`src/rtl/spi_mem_arb_pkg.sv`:
```
// spi_mem_arb_pkg: shared FSM states, SPI memory opcodes and frame length.
package spi_mem_arb_pkg;
  typedef enum logic [2:0] {S_IDLE, S_SETUP, S_SHIFT, S_HOLD, S_GAP} state_t;
  localparam logic [7:0] CMD_READ = 8'h03;
  localparam logic [7:0] CMD_WRITE = 8'h02;
  localparam int FRAME_BITS = 40;
endpackage

```
`src/rtl/spi_frame_shifter.sv`:
```
// spi_frame_shifter: mode-0 SCK divider, 40-bit MOSI shift register and MISO capture.
module spi_frame_shifter
  import spi_mem_arb_pkg::*;
#(
  parameter int CLK_DIV = 2
) (
  input  logic                  clk,
  input  logic                  rst,
  input  logic                  load,
  input  logic                  en,
  input  logic [FRAME_BITS-1:0] frame_i,
  input  logic                  miso_i,
  output logic                  sclk_o,
  output logic                  mosi_o,
  output logic                  last_o,
  output logic [7:0]            rx_o
);
  localparam logic [3:0] DM = 4'(CLK_DIV - 1);
  logic [FRAME_BITS-1:0] sr_q, sr_d;
  logic [5:0] idx_q, idx_d;
  logic [3:0] div_q, div_d;
  logic sclk_q, sclk_d;
  logic [7:0] rx_q, rx_d;
  logic tick;
  // Each tick ends a half-period; the low->high tick samples MISO, the high->low tick advances MOSI.
  always_comb begin
    tick = en && div_q == DM;
    sr_d = sr_q;
    idx_d = idx_q;
    div_d = div_q;
    sclk_d = sclk_q;
    rx_d = rx_q;
    if (load) begin
      sr_d = frame_i;
      idx_d = 6'd0;
      div_d = 4'd0;
      sclk_d = 1'b0;
    end else if (en) begin
      div_d = tick ? 4'd0 : div_q + 4'd1;
      sclk_d = tick ? !sclk_q : sclk_q;
      rx_d = (tick && !sclk_q) ? {rx_q[6:0], miso_i} : rx_q;
      sr_d = (tick && sclk_q) ? {sr_q[FRAME_BITS-2:0], 1'b0} : sr_q;
      idx_d = (tick && sclk_q) ? idx_q + 6'd1 : idx_q;
    end
  end
  always_ff @(posedge clk) begin
    if (rst) begin
      sr_q <= '0;
      idx_q <= 6'd0;
      div_q <= 4'd0;
      sclk_q <= 1'b0;
      rx_q <= 8'h00;
    end else begin
      sr_q <= sr_d;
      idx_q <= idx_d;
      div_q <= div_d;
      sclk_q <= sclk_d;
      rx_q <= rx_d;
    end
  end
  assign sclk_o = sclk_q;
  assign mosi_o = sr_q[FRAME_BITS-1];
  assign last_o = tick && sclk_q && idx_q == 6'(FRAME_BITS - 1);
  assign rx_o = rx_q;
endmodule

```
`src/rtl/spi_mem_arbiter.sv`:
```
// spi_mem_arbiter: round-robin arbiter sharing one SPI memory between two requesters.
module spi_mem_arbiter
  import spi_mem_arb_pkg::*;
#(
  parameter int CLK_DIV = 2
) (
  input  logic        clk,
  input  logic        rst,
  input  logic [1:0]  req_i,
  input  logic [1:0]  we_i,
  input  logic [23:0] addr0_i,
  input  logic [23:0] addr1_i,
  input  logic [7:0]  wdata0_i,
  input  logic [7:0]  wdata1_i,
  output logic [7:0]  rdata_o,
  output logic [1:0]  done_o,
  output logic        busy_o,
  output logic        spi_sclk_o,
  output logic        spi_mosi_o,
  output logic        spi_cs_n_o,
  input  logic        spi_miso_i
);
  if (CLK_DIV < 1 || CLK_DIV > 16) begin : g_bad_div
    $error("CLK_DIV must be within 1..16");
  end
  localparam logic [3:0] DM = 4'(CLK_DIV - 1);
  state_t state_q, state_d;
  logic [3:0] cnt_q, cnt_d;
  logic gnt_q, gnt_d, last_q, last_d, we_q, we_d;
  logic [7:0] rdata_q, rdata_d;
  logic pick, cnt_end, load, shift_last;
  logic [7:0] rx;
  logic [FRAME_BITS-1:0] frame;
  always_comb begin
    pick = &req_i ? !last_q : req_i[1];
    frame = pick ? {we_i[1] ? CMD_WRITE : CMD_READ, addr1_i, we_i[1] ? wdata1_i : 8'h00}
                 : {we_i[0] ? CMD_WRITE : CMD_READ, addr0_i, we_i[0] ? wdata0_i : 8'h00};
    load = state_q == S_IDLE && |req_i;
    cnt_end = cnt_q == DM;
    cnt_d = (state_q == S_IDLE || state_q == S_SHIFT || cnt_end) ? 4'd0 : cnt_q + 4'd1;
    state_d = state_q;
    gnt_d = gnt_q;
    last_d = last_q;
    we_d = we_q;
    rdata_d = rdata_q;
    case (state_q)
      S_IDLE: begin
        state_d = load ? S_SETUP : S_IDLE;
        gnt_d = load ? pick : gnt_q;
        last_d = load ? pick : last_q;
        we_d = load ? we_i[pick] : we_q;
      end
      S_SETUP: state_d = cnt_end ? S_SHIFT : S_SETUP;
      S_SHIFT: state_d = shift_last ? S_HOLD : S_SHIFT;
      S_HOLD: begin
        state_d = cnt_end ? S_GAP : S_HOLD;
        rdata_d = (cnt_end && !we_q) ? rx : rdata_q;
      end
      S_GAP: state_d = cnt_end ? S_IDLE : S_GAP;
      default: state_d = S_IDLE;
    endcase
  end
  always_ff @(posedge clk) begin
    if (rst) begin
      state_q <= S_IDLE;
      cnt_q <= 4'd0;
      gnt_q <= 1'b0;
      last_q <= 1'b1;
      we_q <= 1'b0;
      rdata_q <= 8'h00;
    end else begin
      state_q <= state_d;
      cnt_q <= cnt_d;
      gnt_q <= gnt_d;
      last_q <= last_d;
      we_q <= we_d;
      rdata_q <= rdata_d;
    end
  end
  spi_frame_shifter #(.CLK_DIV(CLK_DIV)) u_shifter (
    .clk(clk),
    .rst(rst),
    .load(load),
    .en(state_q == S_SHIFT),
    .frame_i(frame),
    .miso_i(spi_miso_i),
    .sclk_o(spi_sclk_o),
    .mosi_o(spi_mosi_o),
    .last_o(shift_last),
    .rx_o(rx)
  );
  assign spi_cs_n_o = state_q == S_IDLE || state_q == S_GAP;
  assign busy_o = state_q != S_IDLE;
  // Done fires only in the first GAP cycle, so at most one bit is ever set.
  assign done_o = (state_q == S_GAP && cnt_q == 4'd0) ? {gnt_q, !gnt_q} : 2'b00;
  assign rdata_o = rdata_q;
endmodule

```
`config.mk`:
```
export PLATFORM = sky130hd
export DESIGN_NAME = spi_mem_arbiter
export DESIGN_NICKNAME = d
export VERILOG_FILES = /design/src/rtl/spi_mem_arb_pkg.sv /design/src/rtl/spi_frame_shifter.sv /design/src/rtl/spi_mem_arbiter.sv
export SDC_FILE = /design/constraint.sdc
export NUM_CORES = 1
export LEC_CHECK = 0
export ABC_AREA = 1
export CELL_PAD_IN_SITES_DETAIL_PLACEMENT = 0
export CELL_PAD_IN_SITES_GLOBAL_PLACEMENT = 1
export CORE_MARGIN = 10
export CORE_UTILIZATION = 35
export CTS_CLUSTER_DIAMETER = 60
export DETAILED_ROUTE_END_ITERATION = 6
export GPL_ROUTABILITY_DRIVEN = 0
export PLACE_DENSITY = 0.82
export SLEW_MARGIN = 5
export SYNTH_ARGS = -nofsm -noshare
export SYNTH_HDL_FRONTEND = slang
export SYNTH_SLANG_ARGS = --single-unit
```
`constraint.sdc`:
```
create_clock -name clk -period 1.5 [get_ports clk]
set_clock_uncertainty 0.05 [all_clocks]
set_input_delay 0.375 -clock clk [delete_from_list [all_inputs] [get_ports clk]]
set_output_delay 0.375 -clock clk [all_outputs]
set_load 0.03 [all_outputs]
```
## Word level (Yosys, flattened, before mapping)

Cells that the tools add are included.

- Bits in registers: 77
- Input bits: 71
- Output and inout port bits: 14
- Logic and storage cells: 71

- Add/subtract/negate cells: 3
- Magnitude comparators: 1
- Equal/unequal tests: 7
- Muxes and demuxes: 19
- Bitwise gates (word level): 1
- Reduce and logical (&&, ||, !) cells: 29

Operator list:

| operator | count |
|---|---|
| 2-to-1 mux 40 bit | 3 |
| 2-to-1 mux 33 bit | 1 |
| 2-to-1 mux 8 bit | 2 |
| case mux 3 bit (5 select lines) | 1 |
| AND reduction 2 bit | 6 |
| adder 4 x 1 -> 4 bit (second input constant) | 2 |
| == test 4 x 1 -> 1 bit (second input constant) | 2 |
| logical AND 1 bit | 7 |
| 2-to-1 mux 1 bit | 7 |
| adder 6 x 1 -> 6 bit (second input constant) | 1 |
| == test 3 x 2 -> 1 bit (second input constant) | 2 |
| == test 6 bit (second input constant) | 1 |
| 2-to-1 mux 3 bit | 2 |
| OR reduction 2 bit | 3 |
| logical NOT 1 bit | 4 |
| logical NOT 4 bit | 1 |
| 2-to-1 mux 2 bit | 2 |
| 2-to-1 mux 4 bit | 1 |
| nonzero test 2 bit | 2 |
| == test 3 x 1 -> 1 bit (second input constant) | 1 |
| == test 3 bit (second input constant) | 1 |
| logical NOT 3 bit | 1 |
| logical OR 1 bit | 3 |
| AND reduction 3 bit | 1 |
| other kinds (3) | 3 |

## Logic depth before layout (Yosys ltp)

Gate-level depths: netlist of the first run.

- Depth in word-level cells: 6
- Gate-level depth with buffers: 10
- Depth with buffers taken out: 9

## Cells and area by module

From an unflattened synthesis of the first run, not the netlist that was laid out.

- Cells, all modules: 643
- Area total of the unflattened synthesis: 4066.4 um^2

Modules (own cells, without submodules):

| module | times used | cells each | area each (um^2) | sequential area each (um^2) |
|---|---|---|---|---|
| spi_frame_shifter | 1 | 407 | 2773.9 | 1181.1 |
| spi_mem_arbiter | 1 | 236 | 1292.5 | 360.3 |

## Least setup slack after synthesis of the first run

No wires, ideal clock.

- Kind: reg2reg
- Start: register state_q[1]
- End: register u_shifter.sr_q[11]
- Setup time: 0.116 ns
- Arrival: 1.484 ns
- Data required time: 1.334 ns
- Path slack: -0.150 ns
- Stages on the path, launching flop included: 11
- Buffers on the path: 2
- Clock period less this slack: 1.650 ns
- Cells stage by stage: dfxtp_1 > nor2_4 > nand2_2 > nor2_4 > inv_2 > buf_6 > buf_4 > nand2_1 > nand2_1 > nor2_1 > nor2_1

- Longest elaborated chain between the ends: 5
- Elaborated cells on any way between the ends: 9
- Those cells by class: 1 x eq/ne; 1 x mux; 7 x reduce/logical

RTL lines:

| item | line | RTL |
|---|---|---|
| from (decl) | spi_mem_arbiter.sv:27 | `state_t state_q, state_d;` |
| from (signal assigned) | spi_mem_arbiter.sv:72 | `state_q <= state_d;` |
| == test 3 x 2 -> 1 bit | spi_mem_arbiter.sv:84 | `.en(state_q == S_SHIFT),` |
| logical AND 1 bit | spi_frame_shifter.sv:27 | `tick = en && div_q == DM;` |
| logical AND 1 bit | spi_frame_shifter.sv:42 | `sr_d = (tick && sclk_q) ? {sr_q[FRAME_BITS-2:0], 1'b0} : sr_q;` |
| nonzero test 2 bit (no line) | -- |  |
| AND reduction 2 bit (no line) | -- |  |
| to (signal assigned) | spi_frame_shifter.sv:54 | `sr_q <= sr_d;` |
| to (decl) | spi_frame_shifter.sv:19 | `logic [FRAME_BITS-1:0] sr_q, sr_d;` |

Parallel ways exist; a longest one is shown, timed or not.
A chain may end at the register's enable or synchronous reset.

## Final worst setup path of the first run

- Start: register cnt_q[1]
- End: output done_o[1]

- Longest elaborated chain between the ends: 3

RTL lines:

| item | line | RTL |
|---|---|---|
| from (decl) | spi_mem_arbiter.sv:28 | `logic [3:0] cnt_q, cnt_d;` |
| from (signal assigned) | spi_mem_arbiter.sv:73 | `cnt_q <= cnt_d;` |
| logical NOT 4 bit | spi_mem_arbiter.sv:95 | `assign done_o = (state_q == S_GAP && cnt_q == 4'd0) ? {gnt_q, !gnt_q} : 2'b00;` |
| logical AND 1 bit | spi_mem_arbiter.sv:95 |  |
| 2-to-1 mux 2 bit | spi_mem_arbiter.sv:95 |  |
| to (decl) | spi_mem_arbiter.sv:16 | `output logic [1:0] done_o,` |

No other way between the ends.

==> metrics.txt, run 1 <==
Hold EP=u_shifter.sr_q[29]; kind of critical path=flop to primary output; fin. max-slew vios=0; syn nets=around 670; critical path's largest stage delay=0.33 ns; leakage=roughly 2.7 nW; Critical Path Fanout Max=2; Residual DRC=0; vias in the first global route=approximately 3900; Detail Route Antenna Nets=0; crit end category=primary output; max_cap viols=0; switching share of power=34.6%; grt total ovfl=0; status=finished with violations; Fin Setup TNS=-5.46 ns; Vias/cell=4.79; HP Class=flop to flop; crit share post-route=122%; die area=~16000 sq um; Die Wd=125 microns; net load switching power=around 2.2 mW; pre-CTS WS=-0.421 ns; Yosys cell types=28; WHS=~0.40 ns; largest net degree at the start of global routing=30; Initial Utilization=between 30% and 40%; ant diodes=0; worst vdd ir=0.000805 V; CP Data Required Time=between 1 and 1.5 ns; Post-CTS Hold Fix Bufs=0; clk buf depth=2; Top delay family on crit path=simple AND/OR/NAND/NOR gates; internal power=~4.2 mW; RSZ-0062 raised after global routing=yes; critical path startpoint category=flop; Routed WL=around 12000 microns; TritonCTS clock tree=done; TritonCTS buffer count=9; FF-to-FF path depth=11; Power Dens Cells=around 1100 nW/um^2; register area share after synthesis=about 40%; Max Clk Rate=0.547 GHz; Synth Warn #=0; area grow syn2layout=57.7%; Total GRT Usage=13.6%; clk root buf=clkbuf_8; total core area=about 11000 sq um; R2R Setup Slk=-0.14 ns; synthesized flop and latch total=77; nets@finish=~800; Tmin final=1.83 ns; failing checks=setup timing; final setup margin=-0.328 ns; IO Port Bufs=84; Crit path arrival time=1.40 ns; worst r2r src=state_q[1]; via count=about 4200; H-tree Lvls=3; worst r2r dst=u_shifter.sr_q[19]; Skew-Pair Late Insertion Delay=approximately 0.36 ns; FP Rows=38; cells along the critical path=inv_2 > ha_4 > nand4_1 > nor2_4 > buf_6; WP buf/inv=2; hpwl dp=7870 microns; first drt pass iteration count=4; part of the power in registers=a little under two fifths; clk sinks=77; power share of the combinational group=a little under two fifths; Worst-Margin Slew=~0.29 ns; slowest CP cell=dfxtp_2; global-route wire length before repair=approximately 18000 microns; Final setup viols=62; Die Y-Extent=~130 microns; io pins=85; Detailed Route Iter0 Violations=223; initial antenna violation count=0; Hold Crit Depth=2; mean area per synthesized cell=6.51 sq um; share of post-route cells with drive strength above 1=between 20% and 30%; worst hold path startpoint=u_shifter.sr_q[29]; Post-Syn Area=between 3000 and 4000 sq um; Clk pin slew, worst setup/hold paths=0.09 ns; gate count after technology mapping=just under 600; clock power share=between 20% and 30%; relative slew slack=80.6%; Final Hold Fails=0; WL/cell=~14 microns
-- worst max path at each step --
stage / from / endpoint / slack, ns / cells past startpoint
after global placement: req_i[1] / u_shifter.sr_q[7] / -0.36 / 9
final: cnt_q[1] / done_o[1] / -0.33 / 5
after CTS: cnt_q[1] / done_o[1] / -0.37 / 5
after global routing: cnt_q[0] / done_o[0] / -0.40 / 5
after detailed placement: req_i[1] / u_shifter.sr_q[37] / -0.42 / 9
after floorplan: state_q[0] / u_shifter.sr_q[11] / -0.06 / 10
-- metal layers --
layer | vias up | share of wire [%] | global-route usage, %
met4 | 0 | 1.4 | 3.32
met5 | - | 0 | 0
met1 | 1905 | 44 | 16.4
met2 | 101 | 49 | 22.6
met3 | 16 | 6.0 | 4.77
li1 | 2148 | - | -
-- cell families after synthesis --
| family | count (synthesis) | synth area share [%] |
|---|---|---|
| and+or+nand+nor | 368 | 39.0 |
| DFF | 77 | 39.8 |
| AOI/OAI and AO/OA | 73 | 10.3 |
| buffers and inverters | 64 | 7.50 |
| xor gates and xnor gates | 6 | 1.36 |
| adders and majority gates | 6 | 1.94 |
-- through the flow --
step	power [mW]	cells	instance area [sq um]	utilization, %
finish	6.47	870	6100	56.3
global route	6.84	870	6100	56.3
CTS	5.96	849	5470	50.5
detailed placement	4.12	828	5130	47.4
global placement	4.10	828	5130	47.4
floorplan	3.55	594	3920	-
-- worst reg2reg max path: cells and delay by family (launching register included) --
| family | cells | cell delay [ns] |
|---|---|---|
| buf+inv | 4 | 0.42 |
| flops | 1 | 0.37 |
| simple gates | 7 | 0.70 |
-- synthesized netlist by cell type, drive strengths merged --
library cell | number | area (sq um)
xnor2 | 2 | 17.5
a211oi | 1 | 7.51
nor2 | 92 | 370
clkinv | 1 | 3.75
nand4 | 10 | 62.6
ha | 6 | 75.1
inv | 31 | 116
nand2 | 215 | 815
buf | 23 | 136
o22ai | 2 | 12.5
o21a | 1 | 7.51
o21ai | 36 | 180
or2 | 2 | 12.5
dfxtp | 77 | 1540
a21oi | 33 | 191
clkbuf | 9 | 33.8
xor2 | 4 | 35.0
nand3 | 48 | 245
nor3 | 1 | 5.00
-- cell type report --
class / count / area, sq um
fillers: 1017 / 4740
clock inverters: 7 / 87.6
repair buffers: 151 / 1670
repair inverters: 1 / 6.26
well taps: 140 / 175
multi-input cells: 453 / 2350
inverters: 32 / 135
clock buffers: 9 / 124
flip-flops and latches: 77 / 1550
-- timing repair --
item | 4_1_cts | 5_1_grt
buffers inserted | 4 | 13
resized for setup | 35 | 122
gates cloned | 1 | 8
setup endpoints to repair | 31 | 70
pin swaps | 7 | 9
-- power by group through the flow --
stage / clock network, mW / logic [mW] / registers [mW]
2_1_floorplan: 0 / 1.16 / 2.39
3_3_place_gp: 0 / 1.69 / 2.41
3_5_place_dp: 0 / 1.71 / 2.41
4_1_cts: 1.73 / 1.86 / 2.37
5_1_grt: 1.81 / 2.62 / 2.41
6_report: 1.70 / 2.39 / 2.38
-- state kept, by name, indices dropped and copies added (netlist names), 3 cells and up --
register and flops:
cnt_q 4, u_shifter.rx_o 8, rdata_o 8, u_shifter.div_q 4, state_q 3, u_shifter.sr_q 40
u_shifter.idx_q 6
-- cell usage in the layout (no fill, tap or decap), types with 3 or more instances in the layout --
cell / netlist / layout
a21oi_2: 7 / 17
inv_6: 0 / 3
a21oi_1: 26 / 16
nand4_1: 10 / 10
nor2_1: 86 / 78
inv_2: 5 / 7
buf_4: 1 / 34
nand3_2: 1 / 13
nand2_2: 3 / 18
nand2_4: 0 / 11
nand3_1: 47 / 33
nand2_1: 212 / 185
clkbuf_8: 0 / 9
nor2_4: 2 / 6
dfxtp_2: 0 / 4
buf_6: 3 / 24
inv_8: 0 / 3
nor2_2: 4 / 8
clkdlybuf4s50_1: 0 / 69
ha_1: 6 / 5
inv_1: 26 / 20
inv_4: 0 / 4
o21ai_1: 3 / 15
clkbuf_16: 0 / 6
o21ai_0: 33 / 21
xor2_1: 4 / 4
dfxtp_1: 77 / 71
buf_12: 0 / 10
Power figures use the tool's default switching activity.
==> run 2, diff against run 1 <==
--- a/config.mk
+++ b/config.mk
@@ -13,7 +13,9 @@
 export CTS_CLUSTER_DIAMETER = 60
 export DETAILED_ROUTE_END_ITERATION = 6
 export GPL_ROUTABILITY_DRIVEN = 0
+export GPL_TIMING_DRIVEN = 1
 export PLACE_DENSITY = 0.82
+export REMOVE_ABC_BUFFERS = 1
 export SLEW_MARGIN = 5
 export SYNTH_ARGS = -nofsm -noshare
 export SYNTH_HDL_FRONTEND = slang
==> metrics.txt, run 2 (synthesis results as in run 1) <==
status=finished with violations; failing checks=setup timing; Top Layer Used=met4; via count=4260; Clk pin slew, worst setup/hold paths=0.09 ns; area grow syn2layout=72.4%; clk buf depth=2; largest net degree at the start of global routing=27; cells along the critical path=buf_4 > nand4_1 > nor2_1 > buf_4; WL met1=5480 microns; clk root buf=clkbuf_8; worst vdd ir=about 0.00068 V; cell area after layout=roughly 6700 sq um; crit end category=primary output; most common cell after layout, fill and taps aside=nand2_1; Final setup viols=54; total core area=approximately 11000 sq um; Hold Crit Depth=2; initial antenna violation count=0; global-route wire length before repair=19900 microns; Routed WL=approximately 12000 microns; relative slew slack=75.8%; fin util=around 60%; share of post-route cells with drive strength above 1=between 30% and 40%; max_cap viols=0; HP Class=flop to flop; Initial Utilization=35.7%; CP Data Required Time=between 1 and 1.5 ns; Inst Count DP=around 830; fin. max-slew vios=0; IO Port Bufs=84; Die Y-Extent=roughly 130 microns; Fill cells=between 900 and 1000; nets@finish=813; worst hold path startpoint=u_shifter.sr_q[35]; slowest CP cell=dfxtp_2; R2R Setup Slk=-0.17 ns; grt total ovfl=0; final setup margin=-0.255 ns; vias in the first global route=around 4200; Crit path arrival time=1.33 ns; Post-DP Area=between 5000 and 6000 sq um; FF-to-FF path depth=12; H-tree Lvls=3; Residual DRC=0; max reg flops=40; TritonCTS buffer count=9; non-filler instance count after layout=between 800 and 900; Tmin final=roughly 1.8 ns; Critical Path Fanout Max=4; io pins=85; met3 WL=550 microns; total power=7.48 mW; FP Rows=38; die area=approximately 16000 sq um; first drt pass iteration count=6; Detail Route Antenna Nets=0; ant diodes=0; RSZ-0062 raised after global routing=yes; TritonCTS clock tree=done; hpwl dp=around 7700 microns; leakage=roughly 3 nW; worst r2r dst=u_shifter.sr_q[28]; critical path startpoint category=flop; Power Dens Cells=1120 nW/um^2; critical path's largest stage delay=0.40 ns; WP buf/inv=2; Final Hold Fails=0; pre-CTS WS=-0.523 ns; kind of critical path=flop to primary output; cell mode on critical path=buf_4; Met2 Routed Length=6310 microns; Die Wd=125 microns; Skew-Pair Late Insertion Delay=0.35 ns; Vias/cell=around 4.8; WL/cell=14.2 microns; Top delay family on crit path=flip-flops; Detailed Route Iter0 Violations=around 160; clk sinks=77; Total GRT Usage=between 10 and 15%; Top reg by flops=u_shifter.sr_q; Max Clk Rate=between 0.5 and 0.6 GHz; crit share post-route=117%; Hold EP=u_shifter.sr_q[36]; commonest non-fill, non-tap cells in the layout=nand2_1, dfxtp_1, clkdlybuf4s50_1; worst r2r src=state_q[1]; Worst-Margin Slew=0.363 ns
-- run 2: where the power goes --
part / switching [mW] / total, mW / internal, mW
clock network: 0.809 / 1.75 / 0.939
registers: 0.177 / 2.44 / 2.26
logic: 1.56 / 3.30 / 1.73
-- run 2: layout make-up --
type,instances,area [sq um],share of cell area [%]
clock buffer,10,128,1.91
multi-input combinational,453,2670,40.1
inverter,32,143,2.14
sequential,77,1560,23.3
timing repair buffer,163,1910,28.6
clock inverter,6,86.3,1.29
tap,140,175,2.63
-- run 2: routing by layer --
layer  vias to the layer above  GRT usage, %
li1                       2184             -
met1                      1986          17.6
met2                        80          25.4
met3                        10          3.93
met4                         0          4.07
met5                         -             0
-- run 2: repair_timing --
| action | CTS | global route |
|---|---|---|
| gates resized for setup | 146 | 134 |
| cloned | 11 | 5 |
| hold buffers | 0 | 0 |
| buffers inserted | 21 | 12 |
| endpoints found under the setup margin | 66 | 79 |
| pin swaps | 39 | 55 |
-- run 2: worst min-delay path, cell delays in order, from the launching register on --
cell,delay (ns)
dfxtp_1,0.31
nand2_2,0.07
a21oi_2,0.05
-- run 2: worst max-delay path by stage --
stage / endpoint / slack [ns] / cells after the start / from
final: done_o[1] / -0.26 / 4 / state_q[2]
after global routing: done_o[1] / -0.33 / 5 / cnt_q[1]
after CTS: done_o[1] / -0.28 / 5 / cnt_q[0]
after detailed placement: u_shifter.sr_q[32] / -0.52 / 8 / req_i[0]
after global placement: u_shifter.sr_q[32] / -0.46 / 8 / req_i[1]
after floorplan: u_shifter.sclk_o / -0.94 / 7 / state_q[0]
-- run 2: metrics by stage --
stage                     hold WS (ns)  TNS (ns)
final                            0.404     -6.10
after global routing             0.434    -11.27
after CTS                        0.403     -8.10
after detailed placement         0.390    -21.97
after global placement           0.388    -20.43
after floorplan                  0.371    -38.63
